`config.mk`:
```
export PLATFORM = sky130hd
export DESIGN_NAME = imm_extend_pipe
export DESIGN_NICKNAME = d
export VERILOG_FILES = /design/src/rtl/imm_extend_pipe.sv
export SDC_FILE = /design/constraint.sdc
export NUM_CORES = 1
export LEC_CHECK = 0
export ABC_AREA = 1
export ABC_CLOCK_PERIOD_IN_PS = 3400
export CAP_MARGIN = 15
export CORE_ASPECT_RATIO = 1.5
export CORE_MARGIN = 5
export CORE_UTILIZATION = 57
export DETAILED_ROUTE_END_ITERATION = 10
export HOLD_SLACK_MARGIN = 0.05
export PLACE_DENSITY = 0.95
export RECOVER_POWER = 100
export SLEW_MARGIN = 20
export SYNTH_ARGS = -nofsm -noshare
export SYNTH_HDL_FRONTEND = slang
export SYNTH_SLANG_ARGS = --single-unit
```
`constraint.sdc`:
```
create_clock -name clk -period 3.4 [get_ports clk]
set_clock_uncertainty 0.2 [all_clocks]
set_input_delay 0.68 -clock clk [delete_from_list [all_inputs] [get_ports clk]]
set_output_delay 0.68 -clock clk [all_outputs]
set_load 0.02 [all_outputs]
```
`src/rtl/imm_extend_pipe.sv`:
```
// imm_extend_pipe: pipelined immediate extender (sign/zero/upper/branch) with valid/ready and a skid entry
module imm_extend_pipe #(
    parameter int IN_W  = 16,
    parameter int OUT_W = 32
) (
    input  logic             clk,
    input  logic             reset_n,
    input  logic             flush,
    input  logic             in_valid,
    output logic             in_ready,
    input  logic [IN_W-1:0]  in_imm,
    input  logic [1:0]       in_mode,
    output logic             out_valid,
    input  logic             out_ready,
    output logic [OUT_W-1:0] out_data,
    output logic [1:0]       out_mode
);
    localparam int EXT_W = OUT_W - IN_W;

    logic [OUT_W-1:0] sext, zext, uext, bext, ext_data;
    logic             accept, out_free;
    logic             out_valid_q, out_valid_d, skid_valid_q, skid_valid_d;
    logic [OUT_W-1:0] out_data_q, out_data_d, skid_data_q, skid_data_d;
    logic [1:0]       out_mode_q, out_mode_d, skid_mode_q, skid_mode_d;

    // Extended value of the presented immediate in all four modes, then pick by mode
    always_comb begin
        sext     = {{EXT_W{in_imm[IN_W-1]}}, in_imm};
        zext     = {{EXT_W{1'b0}}, in_imm};
        uext     = {in_imm, {EXT_W{1'b0}}};
        bext     = {sext[OUT_W-3:0], 2'b00};
        ext_data = in_mode == 2'b00 ? sext :
                   in_mode == 2'b01 ? zext :
                   in_mode == 2'b10 ? uext : bext;
    end

    // Handshake: ready depends only on held state and flush, never on out_ready
    always_comb begin
        in_ready = !skid_valid_q && !flush;
        accept   = in_valid && in_ready;
        out_free = !out_valid_q || out_ready;
    end

    // Next state: skid drains first to keep FIFO order; new data lands in the skid only when the output is stalled
    always_comb begin
        out_valid_d  = out_valid_q;
        out_data_d   = out_data_q;
        out_mode_d   = out_mode_q;
        skid_valid_d = skid_valid_q;
        skid_data_d  = skid_data_q;
        skid_mode_d  = skid_mode_q;
        if (flush) begin
            out_valid_d  = 1'b0;
            skid_valid_d = 1'b0;
        end else if (out_free) begin
            out_valid_d = skid_valid_q || accept;
            if (skid_valid_q) begin
                out_data_d   = skid_data_q;
                out_mode_d   = skid_mode_q;
                skid_valid_d = 1'b0;
            end else if (accept) begin
                out_data_d = ext_data;
                out_mode_d = in_mode;
            end
        end else if (accept) begin
            skid_valid_d = 1'b1;
            skid_data_d  = ext_data;
            skid_mode_d  = in_mode;
        end
    end

    // Output and skid registers; reset drops every held entry immediately
    always_ff @(posedge clk or negedge reset_n) begin
        if (!reset_n) begin
            out_valid_q  <= 1'b0;
            out_data_q   <= '0;
            out_mode_q   <= '0;
            skid_valid_q <= 1'b0;
            skid_data_q  <= '0;
            skid_mode_q  <= '0;
        end else begin
            out_valid_q  <= out_valid_d;
            out_data_q   <= out_data_d;
            out_mode_q   <= out_mode_d;
            skid_valid_q <= skid_valid_d;
            skid_data_q  <= skid_data_d;
            skid_mode_q  <= skid_mode_d;
        end
    end

    assign out_valid = out_valid_q;
    assign out_data  = out_data_q;
    assign out_mode  = out_mode_q;
endmodule

```
After elaboration in Yosys (flattened, before gate mapping)
Cells that the tools add are included.

Eq/ne operators: 2. Muxes and demuxes: 12. Bitwise logic cells: 2. Reductions and logical operators: 13.

Operator list (count): 2-to-1 mux 32 bit (4); 2-to-1 mux 31 bit (1); AND reduction 3 bit (2); 2-to-1 mux 1 bit (5); 2-to-1 mux 2 bit (2); nonzero test 2 bit (2); logical NOT 1 bit (3); nonzero test 3 bit (1); == test 2 x 1 -> 1 bit (second input constant) (1); == test 2 bit (second input constant) (1); logical AND 1 bit (2); logical NOT 2 bit (1); logical OR 1 bit (2); inverter 1 bit (2).

Flip-flop bits (word level): 70. Output and inout bits: 36.

Depth between registers and ports, before layout
Gate-level depths: netlist of run 1.

Word-level depth: 6. Gate-level depth with buffers: 9. Mapped depth without buffers: 8.

Least setup slack after synthesis of run 1
OpenSTA, ideal clock, no wires.

Kind: input port to output port. Start point: input flush. End point: output in_ready. Arrival time: 0.826 ns. Required time: 2.520 ns. Slack: 1.694 ns. Cell stages on the path: 1. Buffers on the path: 0. Cell sequence: nor2_4.

Cells in the longest elaborated chain, start to end: 2.

Ends and longest elaborated chain: start, declared (RTL line 8) `input logic flush,`; logical NOT 1 bit (RTL line 39) `in_ready = !skid_valid_q && !flush;`; logical AND 1 bit (RTL line 39); end, declared (RTL line 10) `output logic in_ready,`.

Every way passes these cells.

Worst setup path in the final report of run 1
Start point: register skid_valid_q. End point: output in_ready.

Cells in the longest elaborated chain, start to end: 2.

Ends and longest elaborated chain: start, declared (RTL line 22) `logic out_valid_q, out_valid_d, skid_valid_q, skid_valid_d;`; start signal, assigned (RTL line 85) `skid_valid_q <= skid_valid_d;`; logical NOT 1 bit (RTL line 39); logical AND 1 bit (RTL line 39).

Every way passes these cells.

==> metrics.yaml, run 1 <==
hold_path:
  timing.hold.worst.class: "register to register"
  min_from: "out_data[23]"
  whs_path_depth: 2
  min_to: "out_data[23]"
clock_tree:
  clock-sinks: 70
  cts_buffers: 9
  tritoncts: "built"
  clk_pin_slew_ns: 0.07
  htreeDepth: 3
  ctsResizeCount: 0
  cts.path.max_buffers: 2
  hold_buffers: 0
  post_cts_buffers: 0
  ctsRootBufferMaster: "clkbuf_8"
  insertion_delay_ns: 0.34
placement:
  port_buffers: 58
  place_inst: 581
  gp_congestion: 0.870
  dp_hpwl_mm: 6.00
finish:
  nFillCells: 427
  syn2layout_area_growth_pct: 22.6
  multiInputGateArea_sq_um: 1390
  ff_latch_area_sq_um: 1750
  nNetsFinal: 543
  final-instance-count-excl-fill: 597
  drive_gt1_share_pct: 4.76
  antenna_cells: 0
routing:
  drcViolationCount: 0
  via_count: 3254
  wl_per_cell_microns: 14.9
  drtPass1Iterations: 6
  drt_iter0_drc: 279
  drtAntennaViolNets: 0
  avgViaCountPerCell: 5.45
  drt_wl_total_mm: 8.89
sta:
  worst_slew_pin_slew_ns: 2.19
  hold_viol_final: 0
  min_period_ns: 2.83
  slew_violations: 38
  max_freq_mhz: 353
  min_period_over_period_pct: 83.3
  finalSetupViolCount: 0
  slew_headroom_pct: -45.7
  finalSetupTns_ns: 0
  rsz0062_at_grt: "false"
synth:
  synth_top_flop_cell: "dfrtp_1"
  synthTopCellsByCount: "224 x nand2_1, 70 x dfrtp_1, 39 x nor2_1, 34 x inv_1, 27 x nand3_1"
  synth_edf_count: 0
  ys_warn_count: 0
  post-synth-top-count-cell: "nand2_1"
  postSynthAreaPerCell_sq_um: 7.28
  ys_ff_latch: 70
  netlist_area_sq_um: 3430
  synth.distinct_cells: 19
  syn_nets: 494
  ys_seq_area_share_pct: 51.1
  postSynthCellCount: 471
  synth_top_area_cell: "dfrtp_1"
  synth.area.top_cells: "dfrtp_1 51%, nand2_1 25%, nor2_1 4.3%"
  synth_top_area_share_pct: 51.1
  ys_async_sr_fraction_pct: 100
worst_setup_path:
  worstSetupStartpointType: "register"
  crit_fanout: 20
  crit_type: "register to output port"
  ff2ff_path_depth: 7
  crit_path_end_kind: "output port"
  r2r-end: "out_data[4]"
  required_ns: 2.52
  r2r_setup_slack_ns: 0.59
  worstReg2RegStart: "skid_valid_q"
  cp.arrival_ns: 1.95
outcome:
  status: "finished, violations left"
  violations: "capacitance limit, slew limit"
power_and_ir_drop:
  worst_ir_drop_vdd_mv: 0.434
  p_leak_nw: 2.35
  p_per_area_nw_per_um2: 564
global_route:
  grt_pass1_wl_mm: 15.1
  grt-ovfl-total: 0
  grt_max_degree: 51
  grt_usage_pct: 25.1
  grt_pass1_vias: 3266
  antenna_found_initial: 0
die:
  row_count: 34
  core-area_sq_um: 5830
  die_x_microns: 73.3
  initial_core_util_pct: 58.9
  die_area_sq_um: 7700
  pin_count: 59
  die_y_microns: 105
flow_run:
  cap_violations: 1
-- cell usage in the layout, fill, tap and decap left out --
master / netlist / routed
nand2_1: 224 / 224
dfrtp_1: 70 / 70
nor2_1: 39 / 40
o21ai_0: 24 / 36
dlygate4sd3_1: 0 / 36
inv_1: 34 / 35
nand3_1: 27 / 28
clkdlybuf4s50_1: 0 / 21
clkbuf_8: 0 / 13
o211ai_1: 5 / 5
inv_2: 4 / 3
nand2_2: 3 / 3
clkbuf_1: 6 / 3
nor2_4: 1 / 1
o21ai_1: 13 / 1
nand4_1: 1 / 1
clkinvlp_4: 0 / 1
bufinv_16: 0 / 1
clkbuf_2: 0 / 1
buf_4: 1 / 1
buf_12: 0 / 1
-- per-layer routing --
metal	part of all wire [%]	vias up	track usage, %
li1	-	1536	-
met1	37	1518	31.1
met2	52	169	41.0
met3	7.3	31	5.09
met4	3.7	0	11.9
met5	0	-	0
-- power by group --
group / internal, W / switching (W) / leakage, nW
Combinational: 0.000218 / 0.000336 / 1.35
Clock: 0.000420 / 0.000307 / 0.109
Sequential: 0.00100 / 0.0000858 / 0.883
-- worst max-delay path by stage --
stage	cells past startpoint	slack (ns)	end	startpoint
floorplan	1	1.69	in_ready	flush
global placement	3	0.64	in_ready	flush
detailed placement	3	0.63	in_ready	flush
CTS	3	0.63	in_ready	flush
global route	6	0.31	out_mode[1]	skid_valid_q
finish	2	0.57	in_ready	skid_valid_q
-- per-stage QoR --
stage | hold slack, ns | util, % | total power (W) | setup WS, ns | cell area (sq um)
finish | 0.272 | 72.2 | 0.00237 | 0.567 | 4210
global route | 0.290 | 72.2 | 0.00250 | 0.305 | 4210
CTS | 0.268 | 72.5 | 0.00242 | 0.633 | 4230
detailed placement | 0.265 | 68.7 | 0.00169 | 0.632 | 4010
global placement | 0.262 | 68.7 | 0.00165 | 0.640 | 4010
floorplan | 0.184 | - | 0.00142 | 1.69 | 3430
-- flip-flops by register name (all words and copies together) (netlist names) --
name	flops
out_data	32
skid_data_q	32
out_mode	2
skid_mode_q	2
out_valid	1
skid_valid_q	1
-- layout make-up --
cell class | instances | area share [%]
flip-flops and latches | 70 | 41.7
clock inverters | 2 | 0.893
multi-input cells | 339 | 33.1
inverters | 38 | 3.39
repair buffers | 62 | 14.5
well taps | 72 | 2.14
clock buffers | 14 | 4.34
-- critical path, cell delays in order (launching register included) --
cell           delay (ns)
dfrtp_1              0.87
nor2_4               0.07
dlygate4sd3_1        0.67
-- cells by family (layout without fill, tap and decap cells) --
family	after synthesis	in the layout	share of synthesized area (%)
buffers and inverters	62	116	8.21
and+or+nand+nor	297	297	34.2
DFF	70	70	51.1
AOI/OAI and AO/OA	42	42	6.49
Power figures use the tool's default switching activity.
==> run 2, diff against run 1 <==
- ABC_CLOCK_PERIOD_IN_PS: 3400 -> 2450
- CORE_UTILIZATION: 57 -> 48
- PLACE_DENSITY: 0.95 -> 0.86
- clock period: 3.4 -> 2.45 ns (I/O delays scaled with it)
==> metrics.yaml, run 2 (synthesized netlist as in run 1, its figures left out) <==
outcome:
  status: "complete, no violations"
die:
  die_area_sq_um: 8970  # +16%
  die_y_microns: 114  # +8.1%
  row_count: 37  # +8.8%
  die_x_microns: 79.0  # +7.8%
  initial_core_util_pct: 49.7  # -9.1 points
  core-area_sq_um: 6900  # +18%
  pin_count: 59  # unchanged
clock_tree:
  cts_buffers: 9  # unchanged
  insertion_delay_ns: 0.35  # about the same
  ctsRootBufferMaster: "clkbuf_8"
  tritoncts: "built"
  clock-sinks: 70  # unchanged
  clk_pin_slew_ns: 0.08  # about the same
  htreeDepth: 3  # unchanged
  post_cts_buffers: 0  # unchanged
  cts.path.max_buffers: 2  # unchanged
power_and_ir_drop:
  power_w: 0.00331  # +40%
  p_per_area_nw_per_um2: 776  # +38%
  worst_ir_drop_vdd_mv: 0.488  # +12%
  p_leak_nw: 2.38  # +1.5%
worst_setup_path:
  max_stage_delay_ns: 0.66  # -0.21 ns
  crit_path_end_kind: "output port"
  slowest_stage: "dlygate4sd3_1"
  cp_cell_sequence: "dlygate4sd3_1"
  r2r_setup_slack_ns: 0.50  # -0.09 ns
  cp_num_cells: 1  # -1
  crit_type: "register to output port"
  worstSetupStartpointType: "register"
  critical_path.top_delay_family: "buffers and inverters"
  crit_start: "out_data[8]"
  crit_fanout: 2  # -90%
  cp-endpoint: "out_data[8]"
  ff2ff_path_depth: 8  # +1
  r2r-end: "out_mode[0]"
  required_ns: 1.76  # -0.76 ns
  path_buf_inv: 1  # unchanged
  cp.arrival_ns: 1.41  # -0.54 ns
  worstReg2RegStart: "skid_valid_q"
placement:
  dp_hpwl_mm: 5.96  # -0.60%
  port_buffers: 58  # unchanged
  gp_congestion: 0.900  # +3.5%
  place_inst: 592  # +1.9%
  preCtsSetupSlack_ns: 0.0185  # -0.614 ns
  placed_cell_area_sq_um: 4080  # +1.7%
routing:
  wl_met1_mm: 3.29  # +0.43%
  drt_wl_total_mm: 8.48  # -4.7%
  drt_iter0_drc: 328  # +18%
  wl_per_cell_microns: 13.9  # -6.5%
  dr_wl_met2_mm: 4.42  # -4.8%
  top_layer: "met4"
  drtAntennaViolNets: 0  # unchanged
  drcViolationCount: 0  # unchanged
  avgViaCountPerCell: 5.23  # -4.0%
  via_count: 3187  # -2.1%
  drtPass1Iterations: 5  # -1
  met3WireLength_microns: 508  # -21%
sta:
  max_freq_mhz: 476
  rsz0062_at_grt: "false"
  worst_slew_pin_slew_ns: 0.957  # -1.23 ns
  min_period_over_period_pct: 85.7
  min_period_ns: 2.10
  finalSetupViolCount: 0  # unchanged
  hold_viol_final: 0  # unchanged
  finalSetupTns_ns: 0  # unchanged
  fin_ws_ns: 0.350  # -0.217 ns
  slew_headroom_pct: 36.2  # +82 points
  slew_violations: 0  # -100%
hold_path:
  whs_path_depth: 2  # unchanged
  timing.hold.worst.class: "register to register"
finish:
  antenna_cells: 0  # unchanged
  fin_area_sq_um: 4260  # +1.4%
  drive_gt1_share_pct: 6.21  # +1.5 points
  syn2layout_area_growth_pct: 24.3
  nNetsFinal: 549  # +1.1%
  final_cell_mix: "224 x nand2_1, 70 x dfrtp_1, 39 x nor2_1"
  final-instance-count-excl-fill: 609  # +2.0%
  final_common_cell: "nand2_1"
global_route:
  grt_usage_pct: 20.6  # -4.4 points
  grt_pass1_vias: 3184  # -2.5%
  grt_pass1_wl_mm: 14.6  # -3.5%
  grt_max_degree: 71  # +39%
  grt-ovfl-total: 0  # unchanged
  antenna_found_initial: 0  # unchanged
flow_run:
  cap_violations: 0  # -1
## run 2: worst min path at each step
stage | startpoint | to
final | out_data[24] | out_data[24]
after global placement | out_data[24] | out_data[24]
after CTS | out_data[24] | out_data[24]
after detailed placement | out_data[7] | out_data[7]
after floorplan | reset_n | out_data[0]
after global routing | out_data[25] | out_data[25]
## run 2: what timing repair did
| action | CTS | global route |
|---|---|---|
| setup endpoints to repair | 0 | 1 |
| hold endpoints to repair | 70 | 0 |
| gates resized for setup | 0 | 1 |
| hold buffers | 1 | 0 |
## run 2: cell type report
| class | count | area [sq um] |
|---|---|---|
| flip-flops and latches | 70 | 1750 |
| inverters | 38 | 143 |
| repair buffers | 68 | 652 |
| clock inverters | 6 | 85.1 |
| fillers | 605 | 2630 |
| clock buffers | 10 | 138 |
| well taps | 78 | 97.6 |
| multi-input cells | 339 | 1400 |
## run 2: power breakdown
| part | internal (W) | total [W] | switching, W |
|---|---|---|---|
| clock network | 0.000597 | 0.00104 | 0.000441 |
| registers | 0.00139 | 0.00151 | 0.000113 |
| logic | 0.000306 | 0.000765 | 0.000459 |
| total | 0.00230 | 0.00331 | 0.00101 |
## run 2: stage by stage
step | hold WS [ns] | util, %
after floorplan | -0.00559 | -
after global placement | 0.261 | 59.1
after detailed placement | 0.264 | 59.1
after CTS | 0.283 | 62.5
after global routing | 0.294 | 61.8
final | 0.275 | 61.8
## run 2: layer usage
metal / up-vias / GRT usage (%)
met5: - / 0
met4: 0 / 9.63
met3: 21 / 4.66
met2: 129 / 36.2
met1: 1489 / 23.5
li1: 1548 / -
==> run 3, diff against run 2 <==
- CAP_MARGIN: 15 -> not set
- CORE_UTILIZATION: 48 -> 49
- CTS_BUF_LIST: not set -> sky130_fd_sc_hd__clkbuf_2
- PLACE_DENSITY: 0.86 -> 0.88
==> metrics.yaml, run 3 (synthesized netlist as in run 1, its figures left out) <==
outcome:
  status: "complete, no violations"
worst_setup_path:
  r2r_setup_slack_ns: 0.17  # -0.33 ns
  max_stage_delay_ns: 0.68  # +0.02 ns
  crit_type: "register to output port"
  required_ns: 1.76  # about the same
  cp.arrival_ns: 1.61  # +0.20 ns
  worstReg2RegStart: "skid_valid_q"
  worstSetupStartpointType: "register"
  crit_path_end_kind: "output port"
  cp_cell_sequence: "dlygate4sd3_1"
  critical_path.top_delay_family: "buffers and inverters"
  path_buf_inv: 1  # unchanged
  crit_fanout: 2  # unchanged
  slowest_stage: "dlygate4sd3_1"
  ff2ff_path_depth: 6  # -2
  r2r-end: "out_mode[1]"
routing:
  drcViolationCount: 0  # unchanged
  via_count: 3203  # +0.50%
  drt_wl_total_mm: 8.47  # about the same
  avgViaCountPerCell: 5.24  # +0.17%
  drtPass1Iterations: 5  # unchanged
  wl_per_cell_microns: 13.9  # -0.42%
  drtAntennaViolNets: 0  # unchanged
  drt_iter0_drc: 318  # -3.0%
clock_tree:
  clk_pin_slew_ns: 0.20  # +0.12 ns
  ctsRootBufferMaster: "clkbuf_2"
  insertion_delay_ns: 0.51  # +0.16 ns
  cts_buffers: 9  # unchanged
  htreeDepth: 3  # unchanged
  clock-sinks: 70  # unchanged
  cts.path.max_buffers: 2  # unchanged
  post_cts_buffers: 0  # unchanged
  tritoncts: "built"
die:
  die_area_sq_um: 8810  # -1.8%
  pin_count: 59  # unchanged
  initial_core_util_pct: 50.1  # +0.34 points
  die_x_microns: 78.3  # -0.90%
  row_count: 37  # unchanged
  core-area_sq_um: 6850  # -0.67%
  die_y_microns: 112  # -0.93%
power_and_ir_drop:
  p_leak_nw: 2.36  # -1.1%
  worst_ir_drop_vdd_mv: 0.488  # about the same
  p_per_area_nw_per_um2: 720  # -7.3%
  power_w: 0.00302  # -8.7%
finish:
  nNetsFinal: 551  # +0.36%
  multiInputGateArea_sq_um: 1400  # unchanged
  fin_util_pct: 61.2  # -0.57 points
  drive_gt1_share_pct: 6.57  # +0.35 points
  fin_area_sq_um: 4200  # -1.6%
  final_common_cell: "nand2_1"
  syn2layout_area_growth_pct: 22.3
  antenna_cells: 0  # unchanged
  ff_latch_area_sq_um: 1750  # unchanged
  final-instance-count-excl-fill: 611  # +0.33%
  nFillCells: 609  # +0.66%
  final_cell_mix: "224 x nand2_1, 70 x dfrtp_1, 39 x nor2_1"
placement:
  dp_hpwl_mm: 6.07  # +1.9%
  place_inst: 594  # +0.34%
  placed_cell_area_sq_um: 4080  # about the same
  gp_congestion: 0.883  # -1.9%
  port_buffers: 58  # unchanged
sta:
  rsz0062_at_grt: "false"
  min_period_ns: 2.30  # +0.203 ns
  worst_slew_pin_slew_ns: 1.19  # +0.236 ns
  min_period_over_period_pct: 94.0  # +8.3 points
  max_freq_mhz: 434  # -8.8%
  hold_viol_final: 0  # unchanged
  slew_violations: 0  # unchanged
  finalSetupViolCount: 0  # unchanged
  finalSetupTns_ns: 0  # unchanged
  slew_headroom_pct: 20.5  # -16 points
hold_path:
  min_to: "out_data[22]"
  timing.hold.worst.class: "register to register"
  whs_path_depth: 2  # unchanged
  min_from: "out_data[22]"
global_route:
  grt_usage_pct: 20.4  # -0.18 points
  grt_pass1_vias: 3186  # +0.063%
  grt-ovfl-total: 0  # unchanged
  grt_pass1_wl_mm: 14.3  # -1.7%
  grt_max_degree: 51  # -28%
  antenna_found_initial: 0  # unchanged
flow_run:
  cap_violations: 0  # unchanged
==> run 3: through the flow <==
step / setup WS (ns) / hold slack, ns
after floorplan: 0.920 / -0.00559
after global placement: 0.0773 / 0.262
after detailed placement: 0.0698 / 0.265
after CTS: 0.0146 / 0.224
after global routing: 0.0664 / 0.333
final: 0.147 / 0.298
==> run 3: worst max path at each step <==
stage	startpoint	to	cells past startpoint
floorplan	skid_valid_q	skid_data_q[18]	7
global placement	flush	in_ready	3
detailed placement	flush	in_ready	3
CTS	skid_valid_q	in_ready	2
global route	out_data[4]	out_data[4]	1
finish	out_data[2]	out_data[2]	1
==> run 3: power breakdown <==
part	total [W]	leakage (nW)	internal (W)	switching (W)
sequential	0.00150	0.883	0.00139	0.000114
combinational	0.000769	1.40	0.000311	0.000459
clock	0.000747	0.0753	0.000330	0.000417
total	0.00302	2.36	0.00203	0.000990
==> run 3: timing repair <==
action,4_1_cts,5_1_grt
endpoints found under the hold margin,18,0
hold buffers,1,0
setup endpoints to repair,0,1
gates resized for setup,0,1
==> run 3: layer usage <==
metal | routed length, microns | up-vias | GRT usage, %
met3 | 519 | 24 | 3.85
met4 | 205 | 0 | 10.3
met1 | 3390 | 1494 | 24.8
met5 | 0 | - | 0
met2 | 4350 | 130 | 34.4
li1 | - | 1555 | -
==> run 3: cell type report <==
class                      count  area share, %
multi-input combinational    339           33.3
tap                           78           2.33
sequential                    70           41.7
inverter                      38           3.40
clock inverter                 7           2.12
clock buffer                   9           1.07
timing repair buffer          70           16.0
